[src/rtl/tow_referee.sv]
// Tug of War round/match sequencer: rope position, round wins, scores,
// hold/restart and match-over sequencing for the LED bar and score displays.
//
// Ports:
//   clk, reset             clock; synchronous active-high reset (to IDLE)
//   start                  pulse; begins a match from IDLE or OVER
//   p1_press, p2_press     pulses; pull rope toward index 0 / N_LEDS-1
//   leds                   rope display (one-hot in play, pattern in hold/over)
//   score1, score2         round wins per player
//   round_winner           00 none, 01 player 1, 10 player 2
//   match_over             high while in OVER
//
// Optional macro TOW_PRESS_LOCKOUT_EN adds a per-player press lockout.
module tow_referee #(
    parameter int N_LEDS         = 9,
    parameter int WIN_SCORE      = 3,
    parameter int HOLD_CYCLES    = 50,
    parameter int LOCKOUT_CYCLES = 4
) (
    input  logic              clk,
    input  logic              reset,
    input  logic              start,
    input  logic              p1_press,
    input  logic              p2_press,
    output logic [N_LEDS-1:0] leds,
    output logic [2:0]        score1,
    output logic [2:0]        score2,
    output logic [1:0]        round_winner,
    output logic              match_over
);

    localparam int PW = $clog2(N_LEDS);
    localparam int HW = $clog2(HOLD_CYCLES + 1);
    localparam logic [PW-1:0] CTR  = PW'((N_LEDS - 1) / 2);
    localparam logic [PW-1:0] LAST = PW'(N_LEDS - 1);
    localparam logic [HW-1:0] HOLD_LAST = HW'(HOLD_CYCLES - 1);
    localparam logic [2:0] WIN = 3'(WIN_SCORE);
    localparam logic [N_LEDS-1:0] ONE = {{(N_LEDS-1){1'b0}}, 1'b1};

    function automatic logic [N_LEDS-1:0] alt_pat();
        logic [N_LEDS-1:0] p;
        for (int i = 0; i < N_LEDS; i++) p[i] = 1'(i % 2);
        return p;
    endfunction

    localparam logic [N_LEDS-1:0] ALT = alt_pat();

    if (N_LEDS < 3 || (N_LEDS % 2) == 0) begin : g_bad_leds
        $error("tow_referee: N_LEDS must be odd and >= 3");
    end
    if (WIN_SCORE < 1 || WIN_SCORE > 7) begin : g_bad_win
        $error("tow_referee: WIN_SCORE must be 1..7");
    end
    if (HOLD_CYCLES < 1 || LOCKOUT_CYCLES < 1) begin : g_bad_cnt
        $error("tow_referee: HOLD_CYCLES and LOCKOUT_CYCLES must be >= 1");
    end

    typedef enum logic [1:0] {S_IDLE, S_PLAY, S_HOLD, S_OVER} state_t;

    state_t            state_q, state_d;
    logic [PW-1:0]     pos_q, pos_d;
    logic [2:0]        score1_q, score1_d;
    logic [2:0]        score2_q, score2_d;
    logic [1:0]        win_q, win_d;
    logic [HW-1:0]     hold_q, hold_d;
    logic [N_LEDS-1:0] leds_q, leds_d;
    logic              over_q, over_d;

    logic p1_ok, p2_ok;
    logic in_play, mv_left, mv_right, win1, win2;
    logic hold_done, restart;

    assign in_play   = (state_q == S_PLAY);
    assign mv_left   = in_play && p1_ok && !p2_ok;
    assign mv_right  = in_play && p2_ok && !p1_ok;
    assign win1      = mv_left && (pos_q == '0);
    assign win2      = mv_right && (pos_q == LAST);
    assign hold_done = (state_q == S_HOLD) && (hold_q == HOLD_LAST);
    assign restart   = start && (state_q == S_IDLE || state_q == S_OVER);

`ifdef TOW_PRESS_LOCKOUT_EN
    localparam int LW = $clog2(LOCKOUT_CYCLES + 1);
    // The accepting cycle is the first locked cycle, so the register
    // holds the remaining LOCKOUT_CYCLES-1 cycles.
    localparam logic [LW-1:0] LOAD = LW'(LOCKOUT_CYCLES - 1);

    logic [LW-1:0] lock1_q, lock1_d, lock2_q, lock2_d;

    assign p1_ok = p1_press && (lock1_q == '0);
    assign p2_ok = p2_press && (lock2_q == '0);

    always_comb begin
        lock1_d = lock1_q;
        lock2_d = lock2_q;
        if (lock1_q != '0) lock1_d = lock1_q - LW'(1);
        if (lock2_q != '0) lock2_d = lock2_q - LW'(1);
        // A cancelled press still counts as accepted.
        if (in_play && p1_ok) lock1_d = LOAD;
        if (in_play && p2_ok) lock2_d = LOAD;
        if (restart || hold_done) begin
            lock1_d = '0;
            lock2_d = '0;
        end
    end

    always_ff @(posedge clk) begin
        if (reset) begin
            lock1_q <= '0;
            lock2_q <= '0;
        end else begin
            lock1_q <= lock1_d;
            lock2_q <= lock2_d;
        end
    end
`else
    assign p1_ok = p1_press;
    assign p2_ok = p2_press;
`endif

    always_ff @(posedge clk) begin
        if (reset) begin
            state_q  <= S_IDLE;
            pos_q    <= CTR;
            score1_q <= '0;
            score2_q <= '0;
            win_q    <= '0;
            hold_q   <= '0;
            leds_q   <= ONE << CTR;
            over_q   <= 1'b0;
        end else begin
            state_q  <= state_d;
            pos_q    <= pos_d;
            score1_q <= score1_d;
            score2_q <= score2_d;
            win_q    <= win_d;
            hold_q   <= hold_d;
            leds_q   <= leds_d;
            over_q   <= over_d;
        end
    end

    always_comb begin
        state_d  = state_q;
        pos_d    = pos_q;
        score1_d = score1_q;
        score2_d = score2_q;
        win_d    = win_q;
        hold_d   = hold_q;
        unique case (state_q)
            S_IDLE, S_OVER: begin
                if (start) begin
                    state_d  = S_PLAY;
                    pos_d    = CTR;
                    score1_d = '0;
                    score2_d = '0;
                    win_d    = 2'b00;
                end
            end
            S_PLAY: begin
                if (win1) begin
                    score1_d = score1_q + 3'd1;
                    win_d    = 2'b01;
                    hold_d   = '0;
                    state_d  = (score1_d == WIN) ? S_OVER : S_HOLD;
                end else if (win2) begin
                    score2_d = score2_q + 3'd1;
                    win_d    = 2'b10;
                    hold_d   = '0;
                    state_d  = (score2_d == WIN) ? S_OVER : S_HOLD;
                end else if (mv_left) begin
                    pos_d = pos_q - PW'(1);
                end else if (mv_right) begin
                    pos_d = pos_q + PW'(1);
                end
            end
            S_HOLD: begin
                if (hold_done) begin
                    state_d = S_PLAY;
                    pos_d   = CTR;
                    win_d   = 2'b00;
                    hold_d  = '0;
                end else begin
                    hold_d = hold_q + HW'(1);
                end
            end
            default: ;
        endcase
    end

    // Outputs are registered from the next-state values so they change
    // on the same edge as the state they describe.
    always_comb begin
        leds_d = ONE << CTR;
        over_d = (state_d == S_OVER);
        unique case (state_d)
            S_IDLE: leds_d = ONE << CTR;
            S_PLAY: leds_d = ONE << pos_d;
            S_HOLD, S_OVER: leds_d = (win_d == 2'b01) ? '1 : ALT;
            default: ;
        endcase
    end

    assign leds         = leds_q;
    assign score1       = score1_q;
    assign score2       = score2_q;
    assign round_winner = win_q;
    assign match_over   = over_q;

endmodule

[config.mk]
export PLATFORM = sky130hd
export DESIGN_NAME = tow_referee
export DESIGN_NICKNAME = d
export VERILOG_FILES = /design/src/rtl/tow_referee.sv
export SDC_FILE = /design/constraint.sdc
export NUM_CORES = 1
export LEC_CHECK = 0
export ABC_CLOCK_PERIOD_IN_PS = 2500
export CAP_MARGIN = 20
export CORE_MARGIN = 2
export CORE_UTILIZATION = 50
export CTS_CLUSTER_SIZE = 8
export DETAILED_ROUTE_END_ITERATION = 8
export GPL_TIMING_DRIVEN = 0
export PLACE_DENSITY = 0.76
export SYNTH_ARGS = -nofsm -noshare
export SYNTH_HDL_FRONTEND = slang
export SYNTH_SLANG_ARGS = --single-unit
[constraint.sdc]
create_clock -name clk -period 2.5 [get_ports clk]
set_clock_uncertainty 0.2 [all_clocks]
set_input_delay 0.75 -clock clk [delete_from_list [all_inputs] [get_ports clk]]
set_output_delay 0.75 -clock clk [all_outputs]
set_load 0.05 [all_outputs]
==> flow_summary.json, run 1 <==
{
  "wl_per_cell_um": 15.2,
  "die_area_um2": 4240,
  "path_cells": "clkdlybuf4s50_1 -> nand2b_1 -> a21oi_1 -> a211oi_2 -> or2_1 -> buf_6 -> clkinv_4 -> nand3_4 -> o41ai_2",
  "slew_viol_final": 0,
  "avgSynthCellArea_um2": 8.90,
  "synth_area_um2": 1870,
  "crit_start": "start",
  "via_count": 1644,
  "timing.final.ws_setup_ps": 35.6,
  "dp_hpwl_mm": 2.98,
  "synth_xor_area_share_pct": 3.28,
  "vias_per_cell": 5.71,
  "grt_pass1_wl_mm": 7.05,
  "synth_top_family_by_area": "compound AO/OA/AOI/OAI gates",
  "hp-start": "score1[2]",
  "critical_path_class": "in2reg",
  "rr_startpoint": "pos_q[1]",
  "relSlewSlack_pct": 66.6,
  "synth.distinct_cells": 65,
  "drtPass1Iterations": 4,
  "numPortBuffers": 20,
  "final.min_clock_period_ps": 2460,
  "synthFlopType": "dfxtp_1",
  "start_util_pct": 51.4,
  "die_y_um": 65.1,
  "grt_max_degree": 11,
  "drt-initial-drc-count": 104,
  "synth_edf_count": 0,
  "leakage_nw": 0.904,
  "clk_path_buf_depth": 2,
  "mostFrequentLayoutCells": "dfxtp_1, nor2_1, clkdlybuf4s50_1, a21oi_1, ha_1",
  "peakVddDrop_uv": 353,
  "tritoncts": "yes",
  "arrival_ps": 2420,
  "synth_area_leaders": "dfxtp_1, ha_1, nor2_1",
  "grt_overflow_total": 0,
  "grt_pass1_vias": 1510,
  "antenna_left": 0,
  "drc": 0,
  "worst_slew_pin_slew_ps": 500,
  "p_per_area_nw_per_um2": 559,
  "final_net_count": 255,
  "syn_to_final_growth_pct": 27.6,
  "cts_sinks": 30,
  "seq_area_frac_synth_pct": 32.1,
  "final-hold-violation-count": 0,
  "synthCells": 210,
  "synth-compound-area-share_pct": 26.2,
  "synthAdderAreaFrac_pct": 7.36,
  "status": "finished, final reports clean",
  "final.period_utilization_pct": 98.6,
  "antenna_found_initial": 0,
  "yosysTopAreaCell": "dfxtp_1",
  "max_stage_delay_ps": 520,
  "cp-end-kind": "flop",
  "cap_violations": 0,
  "htreeDepth": 2,
  "antenna_cells": 0,
  "row_count": 22,
  "critPathMaxFanout": 6,
  "ys_ff_latch": 30,
  "yosysTopAreaCellShare_pct": 32.1,
  "hold_path_depth": 2,
  "clock_latency_ps": 280,
  "setup_violations": 0,
  "place_congestion": 0.946,
  "die_w_um": 65.1,
  "pre_cts_slack_ps": -669,
  "synthMuxAreaShare_pct": 0,
  "path_clk_slew_ps": 60,
  "rsz0062_at_grt": "true",
  "fmax_mhz": 406,
  "hold_path_class": "reg2reg",
  "core_area_um2": 3630,
  "drive_gt1_share_pct": 22.9,
  "cts_root_buffer": "clkbuf_8",
  "fin_setup_tns_ps": 0,
  "worst_setup_path_start_kind": "input port",
  "synth_warnings": 0,
  "track_usage_pct": 21.5,
  "wl_mm": 4.39,
  "critPathRequiredTime_ps": 2460,
  "ff2ff_path_depth": 8,
  "final_common_cell": "dfxtp_1",
  "crit_slowest_cell": "clkdlybuf4s50_1",
  "cts_made_buffers": 5,
  "async_flop_share_pct": 0,
  "syn_nets": 226,
  "synthSimpleGateAreaFrac_pct": 25.0,
  "io_pins": 23
}
kinds of logic after synthesis:
logic type      Yosys count
flops                    30
compound gates           62
simple gates             79
buf+inv                  21
xor+xnor                  7
fa+ha+maj                11
per-stage QoR:
step           hold slack [ps]  instance area [um^2]  std cells  power [mW]  util (%)
2_1_floorplan              269                  1870        210       0.657         -
3_3_place_gp               289                  2130        278       0.702      58.6
3_5_place_dp               313                  2130        278       0.704      58.6
4_1_cts                    324                  2300        287        1.33      63.4
5_1_grt                    355                  2390        288        1.38      65.7
6_report                   319                  2390        288        1.33      65.7
where the power goes:
| group | switching [mW] | total [mW] | internal, mW |
|---|---|---|---|
| combinational | 0.137 | 0.222 | 0.0842 |
| clock | 0.185 | 0.610 | 0.425 |
| sequential | 0.0116 | 0.501 | 0.489 |
critical path: cells and delay by family:
kind            cells  cell delay (ps)
simple gates        3              450
buf+inv             3              700
compound gates      3              510
synth_stat cells (all sizes together), types with 3 or more instances:
cell	n
nor4b	3
nor2b	3
dfxtp	30
a21oi	15
clkbuf	3
nand2	13
xor2	3
o21ai	12
a31oi	3
inv	10
ha	11
o211ai	3
buf	6
xnor2	4
nor3b	3
a211oi	4
nand2b	6
nor2	25
nand4	4
o31ai	6
nand3	4
path summary, 6_finish.rpt:
check / endpoint / slack, ps
worst min-delay path: score1[2] / 320
worst min register to register: score1[2] / 320
worst max-delay path: leds[8] / 40
worst max register to register: leds[8] / 110
final cells by class:
type	instances	area, um^2
Multi-Input combinational cell	159	1240
Fill cell	315	1250
Buffer	9	71.3
Timing Repair Buffer	23	223
Tap cell	48	60.1
Inverter	11	46.3
Clock buffer	6	82.6
Clock inverter	2	60.1
Sequential cell	30	602
sequential cells by signal (all words and copies together), names as in the netlist:
name,count
score2,3
state_q,2
hold_q,6
match_over,1
pos_q,4
score1,3
leds,9
round_winner,2
layer usage:
layer	vias to the layer above	GRT usage, %	share of wire [%]
met4	0	8.59	1.8
li1	828	-	-
met5	-	0	0
met3	8	4.28	4.4
met2	38	35.4	48
met1	770	27.6	45
repair_timing:
item | in CTS | in global routing
buffers inserted | 1 | 2
endpoints found under the setup margin | 24 | 12
pin swaps | 2 | 4
hold buffers | 0 | 0
gates resized for setup | 9 | 24
No activity file was read; power rests on OpenSTA's default activity.
==> inputs of run 2 (changes only) <==
==> constraint.sdc (replaced) <==
create_clock -name clk -period 2.5 [get_ports clk]
set_clock_uncertainty 0.2 [all_clocks]
set_input_delay 0.75 -clock clk [delete_from_list [all_inputs] [get_ports clk]]
set_output_delay 0.75 -clock clk [all_outputs]
set_load 0.02 [all_outputs]
==> flow_summary.json, run 2 (synthesis gave the netlist of run 1 again) <==
{
  "critical_path_class": "in2reg",
  "grt_pass1_vias": 1510,
  "numPortBuffers": 20,
  "crit_buf_inv": 3,
  "worst_setup_path_start_kind": "input port",
  "final_net_count": 255,
  "leakage_nw": 0.867,
  "wl_mm": 4.35,
  "die_w_um": 65.1,
  "grt_max_degree": 11,
  "tritoncts": "yes",
  "finalPower_mw": 1.33,
  "grt_pass1_wl_mm": 7.05,
  "dp_hpwl_mm": 2.98,
  "drt-initial-drc-count": 100,
  "path_cells": "clkdlybuf4s50_1 -> nand2b_1 -> a21oi_1 -> a211oi_2 -> or2_1 -> buf_6 -> clkinv_4 -> nand3_4 -> o41ai_2",
  "via_count": 1643,
  "p_per_area_nw_per_um2": 557,
  "row_count": 22,
  "drc": 0,
  "hp-start": "hold_q[5]",
  "final_common_cell": "dfxtp_1",
  "fmax_mhz": 404,
  "timing.final.ws_setup_ps": 27.7,
  "track_usage_pct": 21.5,
  "final_cells": 288,
  "mostFrequentLayoutCells": "dfxtp_1, nor2_1, clkdlybuf4s50_1, a21oi_1, ha_1",
  "place_congestion": 0.946,
  "relSlewSlack_pct": 69.8,
  "critPathRequiredTime_ps": 2460,
  "fin_setup_tns_ps": 0,
  "syn_to_final_growth_pct": 27.4,
  "pre_cts_slack_ps": -669,
  "slew_viol_final": 0,
  "antenna_left": 0,
  "drive_gt1_share_pct": 22.9,
  "io_pins": 23,
  "drtPass1Iterations": 4,
  "crit_start": "start",
  "max_stage_delay_ps": 520,
  "antenna_cells": 0,
  "start_util_pct": 51.4,
  "status": "finished, final reports clean",
  "worst_slew_pin_slew_ps": 454,
  "final-hold-violation-count": 0,
  "wl_per_cell_um": 15.1,
  "final.period_utilization_pct": 98.9,
  "die_area_um2": 4240,
  "cap_violations": 0,
  "htreeDepth": 2,
  "largest_reg_flops": 9,
  "critical_path.top_delay_family": "buffers and inverters",
  "rsz0062_at_grt": "true",
  "cts_made_buffers": 5,
  "placed_cells": 278,
  "setup_violations": 0,
  "rr_startpoint": "pos_q[1]",
  "final.min_clock_period_ps": 2470,
  "cp-end-kind": "flop",
  "whs_ps": 322,
  "peakVddDrop_uv": 352,
  "vias_per_cell": 5.70,
  "core_area_um2": 3630,
  "hold_path_class": "reg2reg",
  "grt_overflow_total": 0,
  "antenna_found_initial": 0,
  "path_clk_slew_ps": 60,
  "cts_sinks": 30,
  "critPathMaxFanout": 6,
  "crit_slowest_cell": "clkdlybuf4s50_1",
  "die_y_um": 65.1,
  "cts_root_buffer": "clkbuf_8",
  "clock_latency_ps": 290,
  "clk_path_buf_depth": 2,
  "arrival_ps": 2440
}
-- run 2: cell types whose count changed in the layout (fill, tap and decap cells not counted), sizes merged --
| cell | delta |
|---|---|
| clkdlybuf4s50 | +2 |
| dlymetal6s2s | -2 |
-- run 2: final timing paths --
path	end	slack, ps	cells past startpoint
setup reg to reg	leds[8]	100	8
setup / recovery	leds[8]	30	9
hold / removal	hold_q[5]	320	2
hold reg to reg	hold_q[5]	320	2
-- run 2: tightest hold or removal path: stages, from the launching register on --
cell and delay (ps):
dfxtp_1 320, inv_1 80, o31ai_1 70
-- run 2: cell type report --
| class | instances | area (um^2) |
|---|---|---|
| Tap cell | 48 | 60.1 |
| Timing Repair Buffer | 23 | 218 |
| Fill cell | 314 | 1250 |
| Multi-Input combinational cell | 159 | 1240 |
| Clock buffer | 6 | 82.6 |
| Sequential cell | 30 | 602 |
| Clock inverter | 2 | 60.1 |
| Buffer | 9 | 71.3 |
| Inverter | 11 | 46.3 |
-- run 2: what timing repair did --
action | in CTS | in global routing
endpoints found under the setup margin | 24 | 10
pin swaps | 2 | 4
resized for setup | 9 | 22
hold buffers | 0 | 0
setup buffers | 1 | 2
-- run 2: metal layers --
layer  wire [um]  part of all wire [%]  global-route usage (%)  vias up
met5           0                     0                       0        -
met4          85                   2.0                    8.59        0
met3         186                   4.3                    4.28        9
met2        2100                    48                    35.4       41
met1        1980                    45                    27.6      764
li1            -                     -                       -      829
-- run 2: power by group --
| part | total, mW | switching (mW) | leakage (nW) | internal (mW) |
|---|---|---|---|---|
| combinational | 0.212 | 0.127 | 0.552 | 0.0843 |
| clock | 0.614 | 0.189 | 0.0714 | 0.425 |
| sequential | 0.501 | 0.0116 | 0.243 | 0.489 |
-- run 2: stage by stage --
step	util, %	cell area, um^2
after floorplan	-	1870
after global placement	58.6	2130
after detailed placement	58.6	2130
after CTS	63.4	2300
after global routing	65.5	2380
final	65.5	2380
==> inputs of run 3 (changes only) <==
--- a/config.mk
+++ b/config.mk
@@ -7,8 +7,10 @@
 export LEC_CHECK = 0
 export ABC_CLOCK_PERIOD_IN_PS = 2500
 export CAP_MARGIN = 20
-export CORE_MARGIN = 2
+export CORE_ASPECT_RATIO = 2
+export CORE_MARGIN = 4
 export CORE_UTILIZATION = 50
+export CTS_BUF_LIST = sky130_fd_sc_hd__clkbuf_16
 export CTS_CLUSTER_SIZE = 8
 export DETAILED_ROUTE_END_ITERATION = 8
 export GPL_TIMING_DRIVEN = 0
==> flow_summary.json, run 3 (synthesis gave the netlist of run 1 again) <==
{
  "rsz0062_at_grt": "true",
  "tritoncts": "yes",
  "drc": 0,
  "grt_overflow_total": 0,
  "worst_slew_pin_slew_ps": 569,
  "largest_reg_flops": 9,
  "path_clk_slew_ps": 50,
  "drtPass1Iterations": 4,
  "die_w_um": 51.2,
  "status": "finished, final reports clean",
  "dp_hpwl_mm": 3.43,
  "antenna_left": 0,
  "clk_path_buf_depth": 2,
  "post-route-util_pct": 67.3,
  "row_count": 31,
  "grt_pass1_vias": 1660,
  "finalPower_mw": 1.30,
  "hold_path_class": "reg2reg",
  "crit_start": "p2_press",
  "cts_made_buffers": 5,
  "hold_buffers": 0,
  "nFillCells": 304,
  "max_stage_delay_ps": 420,
  "start_util_pct": 51.8,
  "crit_slowest_cell": "or3b_4",
  "wl_per_cell_um": 16.3,
  "critPathCapture": "leds[6]",
  "via_count": 1720,
  "relSlewSlack_pct": 62.0,
  "io_pins": 23,
  "antenna_cells": 0,
  "pre_cts_slack_ps": -726,
  "timing.final.ws_setup_ps": 67.0,
  "critPathMaxFanout": 9,
  "timing.rr.end": "score2[2]",
  "drive_gt1_share_pct": 23.7,
  "final_net_count": 260,
  "p_per_area_nw_per_um2": 535,
  "fmax_mhz": 411,
  "die_area_um2": 4840,
  "core_area_um2": 3610,
  "rr_startpoint": "state_q[0]",
  "final-hold-violation-count": 0,
  "final.period_utilization_pct": 97.3,
  "place_congestion": 0.952,
  "final.min_clock_period_ps": 2430,
  "drt-initial-drc-count": 53,
  "arrival_ps": 2420,
  "cts_sinks": 30,
  "syn_to_final_growth_pct": 29.8,
  "fin_setup_tns_ps": 0,
  "vias_per_cell": 5.85,
  "wl_mm": 4.79,
  "track_usage_pct": 20.8,
  "cap_violations": 0,
  "leakage_nw": 0.888,
  "htreeDepth": 2,
  "reg2reg_slack_ps": 70,
  "cts_root_buffer": "clkbuf_16",
  "mostFrequentLayoutCells": "dfxtp_1, nor2_1, clkdlybuf4s50_1, a21oi_1, buf_4",
  "die_y_um": 94.5,
  "slew_viol_final": 0,
  "grt_pass1_wl_mm": 7.51,
  "numPortBuffers": 20,
  "grt_max_degree": 11,
  "critPathRequiredTime_ps": 2490,
  "peakVddDrop_uv": 483,
  "critical_path_class": "in2reg",
  "clock_latency_ps": 280,
  "ff2ff_path_depth": 9,
  "worst_setup_path_start_kind": "input port",
  "hold_path_depth": 2,
  "antenna_found_initial": 0,
  "cp-end-kind": "flop",
  "final_common_cell": "dfxtp_1",
  "setup_violations": 0,
  "path_cells": "clkbuf_4 -> or3b_4 -> a2111oi_4 -> a211oi_4 -> or2_1 -> buf_6 -> clkinv_4 -> nand3_4 -> o31ai_1"
}
==> run 3: cell types whose count changed in the layout (fill, tap and decap cells not counted), sizes merged <==
cell / previous run / this run
clkinv: 1 / 3
clkinvlp: 0 / 1
bufinv: 2 / 0
buf: 10 / 14
==> run 3: timing repair <==
action,4_1_cts,5_1_grt
pin swaps,4,8
buffers inserted,3,5
endpoints found under the hold margin,0,0
setup endpoints to repair,26,10
resized for setup,10,23
==> run 3: worst min-delay path by stage <==
stage	from	end	slack, ps
after floorplan	hold_q[5]	hold_q[5]	270
after global placement	hold_q[5]	hold_q[5]	290
after detailed placement	hold_q[5]	hold_q[5]	310
after CTS	hold_q[5]	hold_q[5]	310
after global routing	hold_q[5]	hold_q[5]	370
final	hold_q[5]	hold_q[5]	320
==> run 3: metrics by stage <==
step / instance area, um^2 / hold WS (ps) / cells
3_3_place_gp: 2130 / 291 / 279
2_1_floorplan: 1870 / 269 / 210
5_1_grt: 2430 / 367 / 294
3_5_place_dp: 2130 / 306 / 279
6_report: 2430 / 318 / 294
4_1_cts: 2310 / 314 / 290
==> run 3: where the power goes <==
group	switching, mW	leakage, nW	internal [mW]
Clock	0.215	0.0672	0.362
Sequential	0.0111	0.243	0.490
Combinational	0.135	0.578	0.0842
==> run 3: layout make-up <==
type	instances	area [um^2]	area share, %
clock inverters	3	16.3	0.670
plain buffers	9	67.6	2.78
well taps	49	61.3	2.53
repair buffers	28	258	10.6
inverters	11	46.3	1.91
multi-input cells	159	1250	51.5
clock buffers	5	125	5.16
flip-flops and latches	30	602	24.8
==> run 3: worst max-delay path: cells and delay by family <==
kind / cells / cell delay (ps)
and+or+nand+nor: 3 / 730
AOI/OAI and AO/OA: 3 / 600
buffers and inverters: 3 / 350
==> run 3: layer usage <==
layer | GRT usage [%] | wire [um] | up-vias
met5 | 0 | 0 | -
met4 | 18.4 | 350 | 0
met3 | 4.27 | 212 | 30
met2 | 38.5 | 2620 | 64
met1 | 17.8 | 1610 | 794
li1 | - | - | 832
